File: config.mk
export PLATFORM = sky130hd
export DESIGN_NAME = ram_master
export DESIGN_NICKNAME = d
export VERILOG_FILES = /design/src/rtl/ram_master.sv
export SDC_FILE = /design/constraint.sdc
export NUM_CORES = 1
export LEC_CHECK = 0
export CORE_ASPECT_RATIO = 1.1
export CORE_UTILIZATION = 30
export CTS_CLUSTER_SIZE = 16
export DETAILED_ROUTE_END_ITERATION = 8
export DONT_BUFFER_PORTS = 1
export PLACE_DENSITY = 0.54
export SLEW_MARGIN = 30
export SYNTH_ARGS = -nofsm -noshare
export SYNTH_HDL_FRONTEND = slang
export SYNTH_SLANG_ARGS = --single-unit
File: constraint.sdc
create_clock -name clk -period 1.9 [get_ports clk]
set_clock_uncertainty 0.05 [all_clocks]
set_input_delay 0.285 -clock clk [delete_from_list [all_inputs] [get_ports clk]]
set_output_delay 0.285 -clock clk [all_outputs]
set_load 0.005 [all_outputs]
File: src/rtl/ram_master.sv
`default_nettype none
// ============================================================================
// Module   : ram_master
// Purpose  : Sequencing initiator for a single-port synchronous RAM. Turns
//            CPU-side valid/ready requests into timed EN/WE/RE/addr/DI cycles
//            (single-word writes, auto-incrementing burst reads of
//            1..2^LenSize words) and returns read words through a
//            valid/ready response channel. Sole driver of the RAM port.
// Revision : 1.0 - initial release
// ----------------------------------------------------------------------------
// Ports
//   clk, rst                 clock, asynchronous active-high reset
//   req_valid / req_ready    request handshake (ready only while idle)
//   req_write                1 = single write, 0 = burst read
//   req_addr, req_len        start address, burst length minus one
//   req_wdata                write data
//   rsp_valid / rsp_ready    read response handshake
//   rsp_data, rsp_last       read word, final-word flag
//   busy                     high in any state other than idle
//   mem_addr, mem_di         RAM address / data-in
//   mem_en, mem_we, mem_re   RAM enable / write enable / read enable
//   mem_do                   RAM registered data-out
// ============================================================================
module ram_master #(
  parameter int AddrSize = 11,
  parameter int WordSize = 9,
  parameter int LenSize  = 4
) (
  input  logic                clk,
  input  logic                rst,
  input  logic                req_valid,
  output logic                req_ready,
  input  logic                req_write,
  input  logic [AddrSize-1:0] req_addr,
  input  logic [LenSize-1:0]  req_len,
  input  logic [WordSize-1:0] req_wdata,
  output logic                rsp_valid,
  input  logic                rsp_ready,
  output logic [WordSize-1:0] rsp_data,
  output logic                rsp_last,
  output logic                busy,
  output logic [AddrSize-1:0] mem_addr,
  output logic [WordSize-1:0] mem_di,
  output logic                mem_en,
  output logic                mem_we,
  output logic                mem_re,
  input  logic [WordSize-1:0] mem_do
);

  typedef enum logic [2:0] {
    ST_IDLE     = 3'd0,
    ST_WR       = 3'd1,
    ST_RD_ISSUE = 3'd2,
    ST_RD_WAIT  = 3'd3,
    ST_RD_HOLD  = 3'd4
  } state_t;

  localparam logic [AddrSize-1:0] c_addr_one = {{(AddrSize-1){1'b0}}, 1'b1};
  localparam logic [LenSize-1:0]  c_cnt_one  = {{(LenSize-1){1'b0}}, 1'b1};

  state_t                r_state;
  logic [LenSize-1:0]    r_cnt;
  logic [AddrSize-1:0]   r_mem_addr;
  logic [WordSize-1:0]   r_mem_di;
  logic                  r_mem_en;
  logic                  r_mem_we;
  logic                  r_mem_re;
  logic                  r_rsp_valid;
  logic                  r_rsp_last;
  logic [WordSize-1:0]   r_rsp_data;
  logic                  r_req_ready;
  logic                  r_busy;

  state_t                w_state_nxt;
  logic [LenSize-1:0]    w_cnt_nxt;
  logic [AddrSize-1:0]   w_mem_addr_nxt;
  logic [WordSize-1:0]   w_mem_di_nxt;
  logic                  w_mem_en_nxt;
  logic                  w_mem_we_nxt;
  logic                  w_mem_re_nxt;
  logic                  w_rsp_valid_nxt;
  logic                  w_rsp_last_nxt;
  logic [WordSize-1:0]   w_rsp_data_nxt;
  logic                  w_req_ready_nxt;
  logic                  w_busy_nxt;

  // Every output is a flop whose next value is decoded from the next state,
  // so outputs line up with the state they describe and never depend
  // combinationally on inputs. mem_addr doubles as the burst address pointer.
  always_comb begin
    w_state_nxt     = r_state;
    w_cnt_nxt       = r_cnt;
    w_mem_addr_nxt  = r_mem_addr;
    w_mem_di_nxt    = r_mem_di;
    w_mem_en_nxt    = 1'b0;
    w_mem_we_nxt    = 1'b0;
    w_mem_re_nxt    = 1'b0;
    w_rsp_valid_nxt = r_rsp_valid;
    w_rsp_last_nxt  = r_rsp_last;
    w_rsp_data_nxt  = r_rsp_data;

    case (r_state)
      ST_IDLE: begin
        if (req_valid && r_req_ready) begin
          w_mem_addr_nxt = req_addr;
          w_cnt_nxt      = req_len;
          w_mem_en_nxt   = 1'b1;
          if (req_write) begin
            w_mem_di_nxt = req_wdata;
            w_mem_we_nxt = 1'b1;
            w_state_nxt  = ST_WR;
          end else begin
            w_mem_re_nxt = 1'b1;
            w_state_nxt  = ST_RD_ISSUE;
          end
        end
      end
      ST_WR: begin
        w_state_nxt = ST_IDLE;
      end
      ST_RD_ISSUE: begin
        w_state_nxt = ST_RD_WAIT;
      end
      ST_RD_WAIT: begin
        // RAM DO was registered at the end of the issue cycle.
        w_rsp_data_nxt  = mem_do;
        w_rsp_last_nxt  = (r_cnt == '0);
        w_rsp_valid_nxt = 1'b1;
        w_state_nxt     = ST_RD_HOLD;
      end
      ST_RD_HOLD: begin
        if (rsp_ready) begin
          w_rsp_valid_nxt = 1'b0;
          w_rsp_last_nxt  = 1'b0;
          if (r_rsp_last) begin
            w_state_nxt = ST_IDLE;
          end else begin
            w_mem_addr_nxt = r_mem_addr + c_addr_one;  // wraps modulo 2^AddrSize
            w_cnt_nxt      = r_cnt - c_cnt_one;
            w_mem_en_nxt   = 1'b1;
            w_mem_re_nxt   = 1'b1;
            w_state_nxt    = ST_RD_ISSUE;
          end
        end
      end
      default: begin
        w_state_nxt     = ST_IDLE;
        w_rsp_valid_nxt = 1'b0;
        w_rsp_last_nxt  = 1'b0;
      end
    endcase

    w_req_ready_nxt = (w_state_nxt == ST_IDLE);
    w_busy_nxt      = (w_state_nxt != ST_IDLE);
  end

  always_ff @(posedge clk or posedge rst) begin
    if (rst) begin
      r_state     <= ST_IDLE;
      r_cnt       <= '0;
      r_mem_addr  <= '0;
      r_mem_di    <= '0;
      r_mem_en    <= 1'b0;
      r_mem_we    <= 1'b0;
      r_mem_re    <= 1'b0;
      r_rsp_valid <= 1'b0;
      r_rsp_last  <= 1'b0;
      r_rsp_data  <= '0;
      r_req_ready <= 1'b0;  // held low during reset, rises on first edge after
      r_busy      <= 1'b0;
    end else begin
      r_state     <= w_state_nxt;
      r_cnt       <= w_cnt_nxt;
      r_mem_addr  <= w_mem_addr_nxt;
      r_mem_di    <= w_mem_di_nxt;
      r_mem_en    <= w_mem_en_nxt;
      r_mem_we    <= w_mem_we_nxt;
      r_mem_re    <= w_mem_re_nxt;
      r_rsp_valid <= w_rsp_valid_nxt;
      r_rsp_last  <= w_rsp_last_nxt;
      r_rsp_data  <= w_rsp_data_nxt;
      r_req_ready <= w_req_ready_nxt;
      r_busy      <= w_busy_nxt;
    end
  end

  assign req_ready = r_req_ready;
  assign rsp_valid = r_rsp_valid;
  assign rsp_data  = r_rsp_data;
  assign rsp_last  = r_rsp_last;
  assign busy      = r_busy;
  assign mem_addr  = r_mem_addr;
  assign mem_di    = r_mem_di;
  assign mem_en    = r_mem_en;
  assign mem_we    = r_mem_we;
  assign mem_re    = r_mem_re;

endmodule
`default_nettype wire

==> qor.yml <==
hold_path_class: "primary input to register"
holdWs_ns: 0.0468
overflow: 0
synth_flop_cell: "dfrtp_1"
tightest_slew_ns: 0.558
synthSimpleGateAreaFrac: 0.136
setup-tns-final_ns: 0
cts.repair.resized: 0
synthToLayoutAreaGrowth_pct: 12.5
die_w_um: 80.2
grt_max_degree: 44
synthAdderAreaFrac: 0.0186
ant_nets: 0
seq_area_frac_synth: 0.533
max_stage_delay_ns: 0.47
syn_area_per_cell_um2: 11.2
peakVddDrop_mv: 0.595
synth_area_leaders: "dfrtp_1 53%, mux2_2 10%, o21ai_0 3.2%"
worstSetupEndpoint: "mem_addr[0]$_DFFE_PP0P_"
vias: 1469
dp_worst_setup_slack_ns: 0.211
slew_headroom: 0.628
p_int_mw: 2.28
placed_cells: 263
synth.top_cells.by_count: "43 x dfrtp_1, 18 x mux2_2, 16 x nand2_1, 13 x o21ai_0, 10 x nand3_1"
syn_nets: 222
place_congestion: 0.806
startpoint_type: "register"
p_seq_frac: 0.493
die-height_um: 88.0
p_clk_frac: 0.167
clk_pin_slew_worst_paths_ns: 0.09
p_comb_frac: 0.340
core-area_um2: 6340
cts-root-buf: "clkbuf_8"
worst-r2r-cell-count: 5
ctsHtreeMaxLevel: 2
power_density_nw_per_um2: 1630
worstPathCellList: "or3b_4, o2bb2ai_4, buf_4, mux2i_1, nand2_1"
cts_buffer_depth: 2
cts.sinks: 43
ys_ff_latch: 43
ys_warn_count: 0
grt_pass1_wl_um: 7180
switching_share: 0.383
firstDrtPassIters: 4
synth.top_cell.area_share: 0.533
async_flop_share: 1.00
endpoint_kind: "register"
reg2reg_from: "r_state[0]$_DFF_PP0_"
final_cells: 272
first_global_vias: 1523
synth_top_family_by_area: "compound AO/OA/AOI/OAI gates"
antenna_found_initial: 0
synthMuxAreaShare: 0.110
cts_tree: "done"
synth-edff-count: 0
crit_start: "r_state[0]$_DFF_PP0_"
cts_buffers: 5
cp.required_ns: 2.04
fin_crit_sh: 0.888
hpwl_um: 3350
diodes: 0
drtIter0Drc: 51
rsz0062_at_grt: "false"
viasPerCell: 5.40
clk-insertion-delay-late_ns: 0.29
worst_path_max_delay_cell: "dfrtp_1"
cts_hold_buf: 1
rrSetupSlack_ns: 0.21
slew_viol_final: 0
fin_ws_ns: 0.213
drcViolationCount: 0
syn_area_um2: 2020
die_area_um2: 7060
wl_per_cell_um: 17.0
p_leak_nw: 0.929
drive_gt1_frac: 0.245
rows: 30
final_net_count: 232
n_fill_cell: 657
worst_ep_arrival_time_ns: 1.82
outcome: "finished, final reports clean"
power.switching_mw: 1.42
maxCapViolCount: 0
finalPower_mw: 3.70
crit_type: "register to register"
ys_types: 39
cts_setup_buffers: 0
fmax_mhz: 593
grt_usage: 0.134
numPortBuffers: 0
setup_viol: 0
hold_viol: 0
synth.largest_area_cell: "dfrtp_1"
synthXorXnorAreaFrac: 0
top_level_ports: 74
start_util: 0.318
cp_max_fo: 12
synth_most_common_cell: "dfrtp_1"
synth-compound-area-share: 0.167
wl_um: 4620
synthCells: 181
final.min_clock_period_ns: 1.69
regToRegEndpoint: "mem_addr[0]$_DFFE_PP0P_"
-- per-layer routing --
layer	global-route usage	wire, µm	up-vias	part of all wire
met5	0	0	-	0
met4	0.0390	38	0	0.0082
met3	0.0583	488	5	0.11
met2	0.220	2240	64	0.48
met1	0.161	1850	724	0.40
li1	-	-	676	-
-- critical path, delay by kind of cell, from the launching register on --
family	cells	cell delay, ns
AO/OA/AOI/OAI	1	0.15
buffers and inverters	1	0.21
flip-flops	1	0.47
AND/OR/NAND/NOR	2	0.48
multiplexers	1	0.20
-- per-stage QoR --
step / area (µm²) / utilization
6_report: 2270 / 0.358
5_1_grt: 2270 / 0.358
4_1_cts: 2270 / 0.358
3_5_place_dp: 2160 / 0.341
3_3_place_gp: 2160 / 0.341
2_1_floorplan: 2020 / -
-- sequential cells by signal, indices dropped and copies added (netlist names) --
| signal | cells |
|---|---|
| mem_addr | 11 |
| r_state | 3 |
| mem_di | 9 |
| rsp_valid | 1 |
| r_cnt | 4 |
| req_ready | 1 |
| rsp_last | 1 |
| mem_en | 1 |
| mem_we | 1 |
| busy | 1 |
| mem_re | 1 |
| rsp_data | 9 |
-- cell usage in the layout, fill, tap and decap left out, types with 2 or more instances in the layout --
cell type	instances
dfrtp_1	43
mux2_2	18
nand2_1	16
o21ai_0	13
nand3_1	10
buf_4	9
nor2_1	8
a21oi_1	8
o22ai_1	7
inv_1	6
clkbuf_8	6
nand2b_1	4
nor3_1	4
a21oi_2	4
ha_1	3
nand3b_1	2
nand4_1	2
and3_1	2
mux2i_1	2
a22oi_1	2
o32ai_1	2
-- worst min-delay path by stage --
stage          startpoint  slack, ns                    end  cells past startpoint
6_report        rsp_ready       0.05   r_state[2]$_DFF_PP0_                      1
5_1_grt         rsp_ready       0.04   r_state[2]$_DFF_PP0_                      1
4_1_cts         rsp_ready       0.03   r_state[2]$_DFF_PP0_                      1
3_5_place_dp          rst       0.30  mem_di[5]$_DFFE_PP0P_                      2
3_3_place_gp          rst       0.29  mem_di[5]$_DFFE_PP0P_                      2
2_1_floorplan   rsp_ready       0.35   r_state[2]$_DFF_PP0_                      1
-- area by class of cell --
cell class                      instances  area [µm²]  share of cell area
Sequential cell                        43        1080               0.474
Multi-Input combinational cell        123         871               0.384
Tap cell                               80         100              0.0441
Timing Repair Buffer                   11        97.6              0.0430
Clock buffer                            6        82.6              0.0364
Inverter                                7        26.3              0.0116
Clock inverter                          2        16.3             0.00717
-- cells by family after synthesis --
logic type / Yosys count
buf+inv: 15
compound gates: 47
simple gates: 53
fa+ha+maj: 3
flops: 43
mux: 20
-- power by group through the flow --
stage / registers [mW] / logic (mW) / clock network [mW]
after detailed placement: 1.84 / 1.28 / 0
after global placement: 1.84 / 1.24 / 0
after CTS: 1.83 / 1.28 / 0.648
final: 1.82 / 1.26 / 0.620
after global routing: 1.89 / 1.41 / 0.687
after floorplan: 1.69 / 1.02 / 0
Power figures use the tool's default switching activity.
